==> src/rtl/adder_pkg.sv <==
// adder_pkg: shared state type, mode encodings and sizing helpers for the chunked adder
package adder_pkg;
   typedef enum logic [1:0] {IDLE, RUN, DONE} state_e;
   localparam logic MODE_ADD = 1'b0;
   localparam logic MODE_SUB = 1'b1;
   function automatic int nchunk(int width, int chunk);
      return width / chunk;
   endfunction
   function automatic int cnt_width(int width, int chunk);
      return (width / chunk) > 1 ? $clog2(width / chunk) : 1;
   endfunction
endpackage

==> src/rtl/chunk_adder.sv <==
// chunk_adder: combinational W-bit adder slice with carry in/out
module chunk_adder #(
   parameter int W = 16
) (
   input  logic [W-1:0] x,
   input  logic [W-1:0] y,
   input  logic         cin,
   output logic [W-1:0] s,
   output logic         cout
);
   assign {cout, s} = {1'b0, x} + {1'b0, y} + {{W{1'b0}}, cin};
endmodule

==> src/rtl/seq_chunk_adder.sv <==
// seq_chunk_adder: multi-cycle add/subtract, CHUNK bits per clock through a registered carry,
// with valid/ready handshakes on both sides and a signed-overflow flag
module seq_chunk_adder
   import adder_pkg::*;
#(
   parameter int WIDTH = 64,
   parameter int CHUNK = 16
) (
   input  logic             clk,
   input  logic             rst_n,
   input  logic             in_valid,
   output logic             in_ready,
   input  logic [WIDTH-1:0] a,
   input  logic [WIDTH-1:0] b,
   input  logic             mode,
   output logic             out_valid,
   input  logic             out_ready,
   output logic [WIDTH:0]   sout,
   output logic             ovf
);
   localparam int NCHUNK = nchunk(WIDTH, CHUNK);
   localparam int CW = cnt_width(WIDTH, CHUNK);
   localparam logic [CW-1:0] LAST = CW'(NCHUNK - 1);

   if (WIDTH % CHUNK != 0) begin : g_width_check
      $error("WIDTH (%0d) must be a multiple of CHUNK (%0d)", WIDTH, CHUNK);
   end

   state_e           state_q, state_d;
   logic [WIDTH-1:0] a_q, a_d, b_q, b_d, res_q, res_d;
   logic [CW-1:0]    cnt_q, cnt_d;
   logic             carry_q, carry_d;
   logic [CHUNK-1:0] x, s;
   logic             cout;

   assign x = a_q[cnt_q*CHUNK +: CHUNK];

   chunk_adder #(.W(CHUNK)) u_add (
      .x    (x),
      .y    (b_q[cnt_q*CHUNK +: CHUNK]),
      .cin  (carry_q),
      .s    (s),
      .cout (cout)
   );

   assign in_ready  = state_q == IDLE;
   assign out_valid = state_q == DONE;
   assign sout      = {carry_q, res_q};
   // b_q already holds the inverted operand in subtract mode, so one rule covers both
   assign ovf       = (a_q[WIDTH-1] == b_q[WIDTH-1]) && (res_q[WIDTH-1] != a_q[WIDTH-1]);

   always_comb begin
      state_d = state_q;
      a_d     = a_q;
      b_d     = b_q;
      res_d   = res_q;
      cnt_d   = cnt_q;
      carry_d = carry_q;
      if (state_q == IDLE && in_valid) begin
         state_d = RUN;
         a_d     = a;
         b_d     = b ^ {WIDTH{mode == MODE_SUB}};
         carry_d = mode == MODE_SUB;
         cnt_d   = '0;
      end else if (state_q == RUN) begin
         res_d[cnt_q*CHUNK +: CHUNK] = s;
         carry_d = cout;
         cnt_d   = cnt_q == LAST ? '0 : cnt_q + 1'b1;
         state_d = cnt_q == LAST ? DONE : RUN;
      end else if (state_q == DONE && out_ready) begin
         state_d = IDLE;
      end
   end

   always_ff @(posedge clk or negedge rst_n) begin
      if (!rst_n) begin
         state_q <= IDLE;
         a_q     <= '0;
         b_q     <= '0;
         res_q   <= '0;
         cnt_q   <= '0;
         carry_q <= 1'b0;
      end else begin
         state_q <= state_d;
         a_q     <= a_d;
         b_q     <= b_d;
         res_q   <= res_d;
         cnt_q   <= cnt_d;
         carry_q <= carry_d;
      end
   end
endmodule

==> config.mk <==
export PLATFORM = sky130hd
export DESIGN_NAME = seq_chunk_adder
export DESIGN_NICKNAME = d
export VERILOG_FILES = /design/src/rtl/adder_pkg.sv /design/src/rtl/chunk_adder.sv /design/src/rtl/seq_chunk_adder.sv
export SDC_FILE = /design/constraint.sdc
export NUM_CORES = 1
export LEC_CHECK = 0
export CORE_MARGIN = 2
export CORE_UTILIZATION = 45
export DETAILED_ROUTE_END_ITERATION = 8
export HOLD_SLACK_MARGIN = 0.03
export PLACE_DENSITY = 0.72
export SLEW_MARGIN = 20
export SYNTH_ARGS = -nofsm -noshare
export SYNTH_HDL_FRONTEND = slang
export SYNTH_SLANG_ARGS = --single-unit
==> constraint.sdc <==
create_clock -name clk -period 8.1 [get_ports clk]
set_input_delay 1.62 -clock clk [delete_from_list [all_inputs] [get_ports clk]]
set_output_delay 1.62 -clock clk [all_outputs]
set_load 0.01 [all_outputs]
### After elaboration in Yosys (flattened, before gate mapping)

Cells that the tools add are included.
W data, S select, Z words.

* register bits: 197
* input bits: 133

* add/subtract/negate cells: 4
* equality and inequality tests: 5
* shift operators: 4
* multiplexer cells: 10
* bitwise operators: 2
* reduce and logical (&&, ||, !) cells: 7

Operator list (number)
* $shiftx A64 B7 Y16: 2
* $bwmux W64: 1
* $shift A16 B34 Y64 const A: 1
* $shiftx A16 B34 Y64: 1
* $xor A64 B64 Y64: 1
* $neg A6 Y34: 1
* $add A16 B16 Y17: 1
* $add A17 B1 Y17: 1
* $mux W2: 7
* $eq A2 B2 Y1 const B: 2
* $logic_and A1 B1 Y1: 3
* $reduce_bool A3 Y1: 1
* $add A2 B1 Y2 const B: 1
* $eq A2 B1 Y1 const B: 1
* $logic_not A2 Y1: 1
* $mux W1: 2
* $reduce_and A2 Y1: 1
* $reduce_bool A2 Y1: 1
* $eq A1 B1 Y1: 1
* $ne A1 B1 Y1: 1
* $not A1 Y1: 1

### Logic depth before layout (Yosys ltp)

Gate-level depths: netlist of the first run.

* depth after elaboration: 5
* gate-level depth with buffers: 11

### By module

From an unflattened synthesis of the first run, not the netlist that was laid out.

* cells, all modules: 743
* area total of the unflattened synthesis: 9351.5 µm²

Modules (own cells, without submodules)
* seq_chunk_adder: times used 1, cells each 643, area each 8592.0 µm², seq. area each 4929.7 µm²
* chunk_adder: times used 1, cells each 100, area each 759.5 µm², seq. area each 0.0 µm²

### Worst setup path after synthesis of the first run

OpenSTA, ideal clock, no wires.

* path kind: register -> register
* start point: reg cnt_q[0]
* end point: reg res_q[14]
* data arrival time: 3.610 ns
* path slack: 4.424 ns
* cell stages (with the launch flop): 12
* path buffers: 2
* cells stage by stage: dfrtp_1 > buf_2 > buf_2 > mux4_2 > fa_1 > fa_1 > a21o_1 > a221oi_4 > o21bai_4 > o311a_1 > o311ai_2 > a22o_1

* cells in the longest elaborated chain, start to end: 5

Ends and longest elaborated chain
* from (decl): line seq_chunk_adder.sv:31 `logic [CW-1:0] cnt_q, cnt_d;`
* from (signal assigned): line seq_chunk_adder.sv:88 `cnt_q <= cnt_d;`
* $shiftx A64 B7 Y16 (on tied branches): line seq_chunk_adder.sv:36, seq_chunk_adder.sv:40
* $add A16 B16 Y17: line chunk_adder.sv:11 `assign {cout, s} = {1'b0, x} + {1'b0, y} + {{W{1'b0}}, cin};`
* $add A17 B1 Y17: line chunk_adder.sv:11
* $shiftx A16 B34 Y64: line seq_chunk_adder.sv:66 `res_d[cnt_q*CHUNK +: CHUNK] = s;`
* $bwmux W64 *: line seq_chunk_adder.sv:66
* to (signal assigned): line seq_chunk_adder.sv:87 `res_q <= res_d;`
* to (decl): line seq_chunk_adder.sv:30 `logic [WIDTH-1:0] a_q, a_d, b_q, b_d, res_q, res_d;`

Every way passes the cells marked *; elsewhere a longest branch is shown, timed or not.
A chain may end at the register's enable or synchronous reset.

### Final worst setup path of the first run

* start point: reg cnt_q[0]
* end point: reg res_q[30]

Same word-level chain as after synthesis.

==> impl_metrics.csv, run 1 <==
group,metric,value,unit
critical_path,startpoint,"cnt_q[0]",
clock_network,worstSkewPairLatency,0.43,ns
placed_design,dpl.hpwl,16.3,mm
drt,post_drt_via_cell_ratio,5.42,
synth,synth_area_leaders,"sky130_fd_sc_hd__dfrtp_1 (52%), sky130_fd_sc_hd__mux2_2 (7.8%), sky130_fd_sc_hd__mux4_2 (7.6%)",
global_routing,grt_antenna_before_repair,0,
timing,finalHoldViolations,0,
run_status,outcome,"finished clean",
finish,num-nets-final,1106,
timing,finClkSkew,0.0144,ns
drt,drt-total-wl,22.8,mm
clock_network,clock_path_buffers,2,
critical_path,critPathMostFrequentCell,"sky130_fd_sc_hd__fa_1",
floorplanning,die-width,149,µm
power_and_ir_drop,p_leak,5.49,nW
timing,report.final.slew_viol_count,0,
timing,final_min_period_over_clock_period,49.5,%
synth,synth_largest_type_area_fraction,51.9,%
floorplanning,placeable_core_region,0.0209,mm²
synth,syn_inst,776,
synth,ys_ff_latch,197,
synth,synth_async_sr_flop_share,100,%
finish,most-common-layout-cells,"sky130_fd_sc_hd__clkdlybuf4s50_1 (198), sky130_fd_sc_hd__dfrtp_1 (195), sky130_fd_sc_hd__nor2_1 (83)",
placed_design,dpl_worst_slack,4.07,ns
global_routing,grt_remaining_overflow,0,
critical_path,worstPathCellList,"buf_4 -> mux4_2 -> fa_1 -> fa_1 -> a21o_1 -> a221oi_4 -> o21bai_4 -> o311a_1 -> o311ai_2 -> a22o_1",
critical_path,endpoint_kind,"flop",
timing,setup-tns-final,0,ns
synth,seq_area_frac_synth,51.9,%
clock_network,cts_tree,"built",
clock_network,cts_setup_buffers,0,
critical_path,crit_fanout,34,
clock_network,htree_levels,4,
power_and_ir_drop,p_per_area,160,mW/mm²
clock_network,clk_pin_slew_worst_paths,0.07,ns
global_routing,grt_first_pass_wirelength,36.5,mm
timing,max_freq,250,MHz
power_and_ir_drop,ir_worst_vdd,0.125,mV
drt,dr_total_vias,6700,
finish,ff_latch_area,0.00493,mm²
synth,mappedNetlistArea,0.00951,mm²
drt,drcViolationCount,0,
finish,layout-drive-gt1-share,15.5,%
critical_path,timing.critical_path.slowest_stage_cell,"sky130_fd_sc_hd__mux4_2",
synth,yosysTopAreaCell,"sky130_fd_sc_hd__dfrtp_1",
critical_path,crit_path_max_incr_delay,0.61,ns
finish,flow.area_growth_from_synthesis,29.1,%
floorplanning,fp.dieArea,0.0223,mm²
timing,slew-limit-headroom,25.6,%
job,maxCapViolations,0,
placed_design,place.port_buffers,200,
synth,yosysWarningCount,0,
timing,postLayoutSetupSlackWorst,4.09,ns
drt,routed_wire_length_per_instance,18.5,µm
drt,antenna_violating_nets_post_route,0,
finish,layout.cells.most_common,"sky130_fd_sc_hd__clkdlybuf4s50_1",
timing,grt_setup_unrepaired,"no",
drt,drtPass1Iterations,5,
hold_path,min-delay-start,"res_q[61]",
clock_network,number_of_resized_instances_in_the_post_cts_repair_step,0,
synth,ys_types,54,
synth,dominantRegCellSynth,"sky130_fd_sc_hd__dfrtp_1",
finish,n_antenna_cell,0,
critical_path,worst_ep_arrival_time,4.37,ns
global_routing,grt_pass1_vias,6681,
clock_network,clockRootBuffer,"sky130_fd_sc_hd__clkbuf_16",
clock_network,cts.sink_count,197,
hold_path,hold_path.class,"flop to flop",
timing,timing.final.setup_violations,0,
floorplanning,floorplan.rows,53,
clock_network,cts_made_buffers,17,
global_routing,grt_max_degree,193,
floorplanning,die_h,149,µm
synth,synthesis.area_per_instance,12.3,µm²
timing,period_needed,4.01,ns
finish,footprint_of_the_multi_input_gates,0.00434,mm²
clock_network,ctsHoldBuffers,0,
critical_path,timing.critical_path.required,8.46,ns
floorplanning,starting_density,45.5,%
placed_design,gpl.final_weighted_congestion,0.799,
finish,fill_cells,1772,
floorplanning,ios,201,
drt,initialDrtViolationCount,368,
timing,tightest_slew,1.11,ns
global_routing,grt_util_all_layers,21.3,%
synth,number_of_enable_flip_flop_cells_after_synthesis,0,
synth,mappedNetlistNets,932,
critical_path,setup.worst_path.class,"flop to flop",
critical_path,r2r_start,"cnt_q[0]",
critical_path,worstSetupStartpointType,"flop",
-- registers in the layout, summed over array words and instances (netlist names) --
signal and cells:
state_q 2, carry_q 1, b_q 64, res_q 64, cnt_q 2, a_q 64
-- worst paths after layout --
| path | to | slack, ns | depth (start not counted) |
|---|---|---|---|
| min reg2reg | res_q[61] | 0.49 | 2 |
| max | res_q[30] | 4.09 | 10 |
| max reg2reg | res_q[30] | 4.09 | 10 |
| min in group asynchronous | res_q[0] | 1.21 | 1 |
| max in group asynchronous | a_q[55] | 5.64 | 2 |
| min | res_q[61] | 0.49 | 2 |
-- cells in the mapped netlist (4+ instances only) --
cell type,number
sky130_fd_sc_hd__a22oi_1,5
sky130_fd_sc_hd__ha_1,21
sky130_fd_sc_hd__o21ai_0,14
sky130_fd_sc_hd__nor2_1,85
sky130_fd_sc_hd__inv_1,7
sky130_fd_sc_hd__dfrtp_1,197
sky130_fd_sc_hd__buf_2,26
sky130_fd_sc_hd__a21o_1,7
sky130_fd_sc_hd__nand4_1,7
sky130_fd_sc_hd__nand3_1,5
sky130_fd_sc_hd__nand2_1,28
sky130_fd_sc_hd__mux4_2,32
sky130_fd_sc_hd__mux2_2,66
sky130_fd_sc_hd__a21oi_1,76
sky130_fd_sc_hd__a22o_1,53
sky130_fd_sc_hd__xnor2_1,73
sky130_fd_sc_hd__buf_1,4
sky130_fd_sc_hd__a211oi_1,4
sky130_fd_sc_hd__clkbuf_1,18
sky130_fd_sc_hd__and2_1,4
sky130_fd_sc_hd__nor2b_1,5
-- report_power, final --
group | total [mW] | leakage [nW] | switching (mW) | internal (mW)
clock | 0.849 | 0.280 | 0.375 | 0.473
combinational | 0.129 | 2.48 | 0.0530 | 0.0765
sequential | 0.983 | 2.73 | 0 | 0.983
-- critical path: cells and delay by family (launching register included) --
kind                     cells  cell delay (ns)
buffers and inverters        1             0.57
adder cells (fa/ha/maj)      2             0.89
multiplexers                 1             0.61
AO/OA/AOI/OAI                6             1.40
flip-flops                   1             0.44
-- metal layers --
| layer | GRT usage [%] | up-vias | routed length [µm] |
|---|---|---|---|
| li1 | - | 3152 | - |
| met1 | 31.9 | 3303 | 10700 |
| met4 | 5.81 | 0 | 343 |
| met2 | 32.0 | 225 | 10400 |
| met3 | 3.94 | 20 | 1420 |
| met5 | 0 | - | 0 |
-- per-stage QoR --
stage               util [%]  instances  total power [mW]  instance area, µm²  hold slack, ns
floorplan                  -        776              1.04                9510           0.475
global placement        56.0       1206              1.13               11700           0.475
detailed placement      56.0       1206              1.13               11700           0.480
CTS                     58.8       1237              1.98               12300           0.498
global route            58.8       1237              2.02               12300           0.517
finish                  58.8       1237              1.96               12300           0.494
-- final cells by class --
class                           instances  share of cell area [%]
Inverter                                7                   0.214
Timing Repair Buffer                  205                    16.7
Clock inverter                         10                    1.01
Tap cell                              275                    2.80
Clock buffer                           21                    3.75
Multi-Input combinational cell        522                    35.3
Sequential cell                       197                    40.2
-- cells by family (layout without fill, tap and decap cells) --
logic type                 after synthesis  in the layout  share of synthesized area (%)
buffers and inverters                   57            243                           2.65
xor gates and xnor gates                74             74                           6.82
AOI/OAI and AO/OA                      177            177                           13.0
and+or+nand+nor                        148            148                           6.92
adders and majority gates               23             23                           3.19
DFF                                    197            197                           51.9
muxes                                  100            100                           15.6
Note: power is estimated with default switching activity, not from simulation.
==> run 2: changes to the inputs <==
clock period = 4.1 ns   (was 8.1 ns; I/O delays follow)
==> run 2 against run 1 <==
Against the previous run:
- maximum frequency is 13% higher
- clock power is 94% higher
- final cell count is 0.57% higher
- worst setup slack worse by 3.5 ns
- largest cell class unchanged
==> impl_metrics.csv, run 2 (synthesized netlist as in run 1, its figures left out) <==
group,metric,value,unit
power_and_ir_drop,ir_worst_vdd,0.229,mV
timing,finalHoldWorstSlack,0.397,ns
timing,finClkSkew,0.00929,ns
floorplanning,die-width,149,µm
power_and_ir_drop,p_leak,5.54,nW
global_routing,grt_remaining_overflow,0,
drt,drtPass1Iterations,7,
global_routing,grt_first_pass_wirelength,37.7,mm
placed_design,dpl.hpwl,17.1,mm
timing,max_freq,283,MHz
clock_network,worstSkewPairLatency,0.44,ns
clock_network,clock_path_buffers,2,
finish,fill_cells,1707,
finish,finalNonFillerCells,1244,
floorplanning,die_h,149,µm
clock_network,number_of_resized_instances_in_the_post_cts_repair_step,0,
finish,most-common-layout-cells,"sky130_fd_sc_hd__clkdlybuf4s50_1 (198), sky130_fd_sc_hd__dfrtp_1 (195), sky130_fd_sc_hd__nor2_1 (84)",
finish,layout-drive-gt1-share,16.2,%
clock_network,ctsHoldBuffers,0,
power_and_ir_drop,report.power.total,3.85,mW
drt,drcViolationCount,0,
critical_path,worst_ep_arrival_time,3.91,ns
timing,setup-tns-final,0,ns
floorplanning,floorplan.rows,53,
placed_design,dpl_worst_slack,0.579,ns
critical_path,worstSetupStartpointType,"flop",
clock_network,cts_setup_buffers,0,
floorplanning,starting_density,45.5,%
floorplanning,fp.dieArea,0.0223,mm²
timing,report.final.slew_viol_count,0,
finish,final_util,59.2,%
drt,initialDrtViolationCount,487,
global_routing,grt_max_degree,84,
drt,drt-total-wl,23.4,mm
clock_network,cts_made_buffers,17,
critical_path,endpoint_kind,"flop",
power_and_ir_drop,p_per_area,312,mW/mm²
drt,dr_total_vias,6774,
finish,layout.cell_area.non_filler,0.0124,mm²
global_routing,grt_util_all_layers,21.9,%
placed_design,place_area,0.0118,mm²
finish,biggestRegsByFlops,"a_q (64), b_q (64), res_q (64)",
clock_network,clk_pin_slew_worst_paths,0.07,ns
timing,tightest_slew,1.01,ns
timing,postLayoutSetupSlackWorst,0.565,ns
timing,slew-limit-headroom,32.8,%
drt,antenna_violating_nets_post_route,0,
finish,footprint_of_the_multi_input_gates,0.00433,mm²
global_routing,grt_pass1_vias,6811,
clock_network,htree_levels,4,
critical_path,crit_fanout,15,
finish,flow.area_growth_from_synthesis,30.0,%
clock_network,clockRootBuffer,"sky130_fd_sc_hd__clkbuf_16",
finish,ff_latch_area,0.00493,mm²
critical_path,setup.worst_path.class,"flop to flop",
clock_network,cts_tree,"built",
finish,layout.cells.most_common,"sky130_fd_sc_hd__clkdlybuf4s50_1",
drt,routed_wire_length_per_instance,18.8,µm
global_routing,grt_antenna_before_repair,0,
critical_path,timing.critical_path.required,4.47,ns
timing,period_needed,3.54,ns
finish,num-nets-final,1112,
floorplanning,ios,201,
timing,grt_setup_unrepaired,"no",
timing,timing.final.setup_violations,0,
hold_path,hold_path.class,"primary input to async pin",
placed_design,place_inst,1212,
placed_design,gpl.final_weighted_congestion,0.860,
drt,post_drt_via_cell_ratio,5.45,
floorplanning,placeable_core_region,0.0209,mm²
job,maxCapViolations,0,
finish,n_antenna_cell,0,
placed_design,place.port_buffers,200,
timing,final_min_period_over_clock_period,86.2,%
clock_network,cts.sink_count,197,
run_status,outcome,"finished clean",
timing,finalHoldViolations,0,
-- run 2: cell types whose count changed in the layout (fill, tap and decap cells not counted), sizes merged --
| cell | change |
|---|---|
| buf | +6 |
| inv | +6 |
| clkbuf | -3 |
| bufinv | -1 |
| clkinvlp | -1 |
-- run 2: worst max-delay path, cell delays in order (launching register included) --
cell	delay, ns
sky130_fd_sc_hd__dfrtp_2	0.59
sky130_fd_sc_hd__mux4_2	0.57
sky130_fd_sc_hd__fa_1	0.46
sky130_fd_sc_hd__fa_1	0.42
sky130_fd_sc_hd__a21o_1	0.24
sky130_fd_sc_hd__a221oi_4	0.40
sky130_fd_sc_hd__o21bai_4	0.11
sky130_fd_sc_hd__o311a_1	0.35
sky130_fd_sc_hd__o311ai_2	0.12
sky130_fd_sc_hd__a22o_1	0.19
-- run 2: layout make-up --
cell class              count  area share (%)
multi-input cells         522            35.1
well taps                 275            2.78
clock inverters            14            1.10
flip-flops and latches    197            39.9
inverters                   7           0.213
clock buffers              18            3.55
repair buffers            211            17.4
-- run 2: metal layers --
| metal | track usage, % | routed length [µm] | up-vias |
|---|---|---|---|
| li1 | - | - | 3156 |
| met1 | 33.0 | 11000 | 3345 |
| met2 | 33.1 | 10700 | 257 |
| met3 | 3.98 | 1500 | 16 |
| met4 | 5.10 | 189 | 0 |
| met5 | 0 | 0 | - |
-- run 2: final timing paths --
check                      startpoint        end  slack (ns)  depth (start not counted)
max reg2reg                  cnt_q[0]  res_q[62]        0.56                          9
max in group asynchronous       rst_n    b_q[62]        2.69                          2
min in group clk            res_q[18]  res_q[18]        0.50                          2
max                          cnt_q[0]  res_q[62]        0.56                          9
min                             rst_n   res_q[1]        0.40                          1
min reg2reg                 res_q[18]  res_q[18]        0.50                          2
-- run 2: where the power goes --
part           leakage [nW]  switching (mW)  internal (mW)
registers              2.73               0           1.94
logic                  2.53           0.106          0.152
clock network         0.286           0.780          0.872
total                  5.54           0.885           2.97
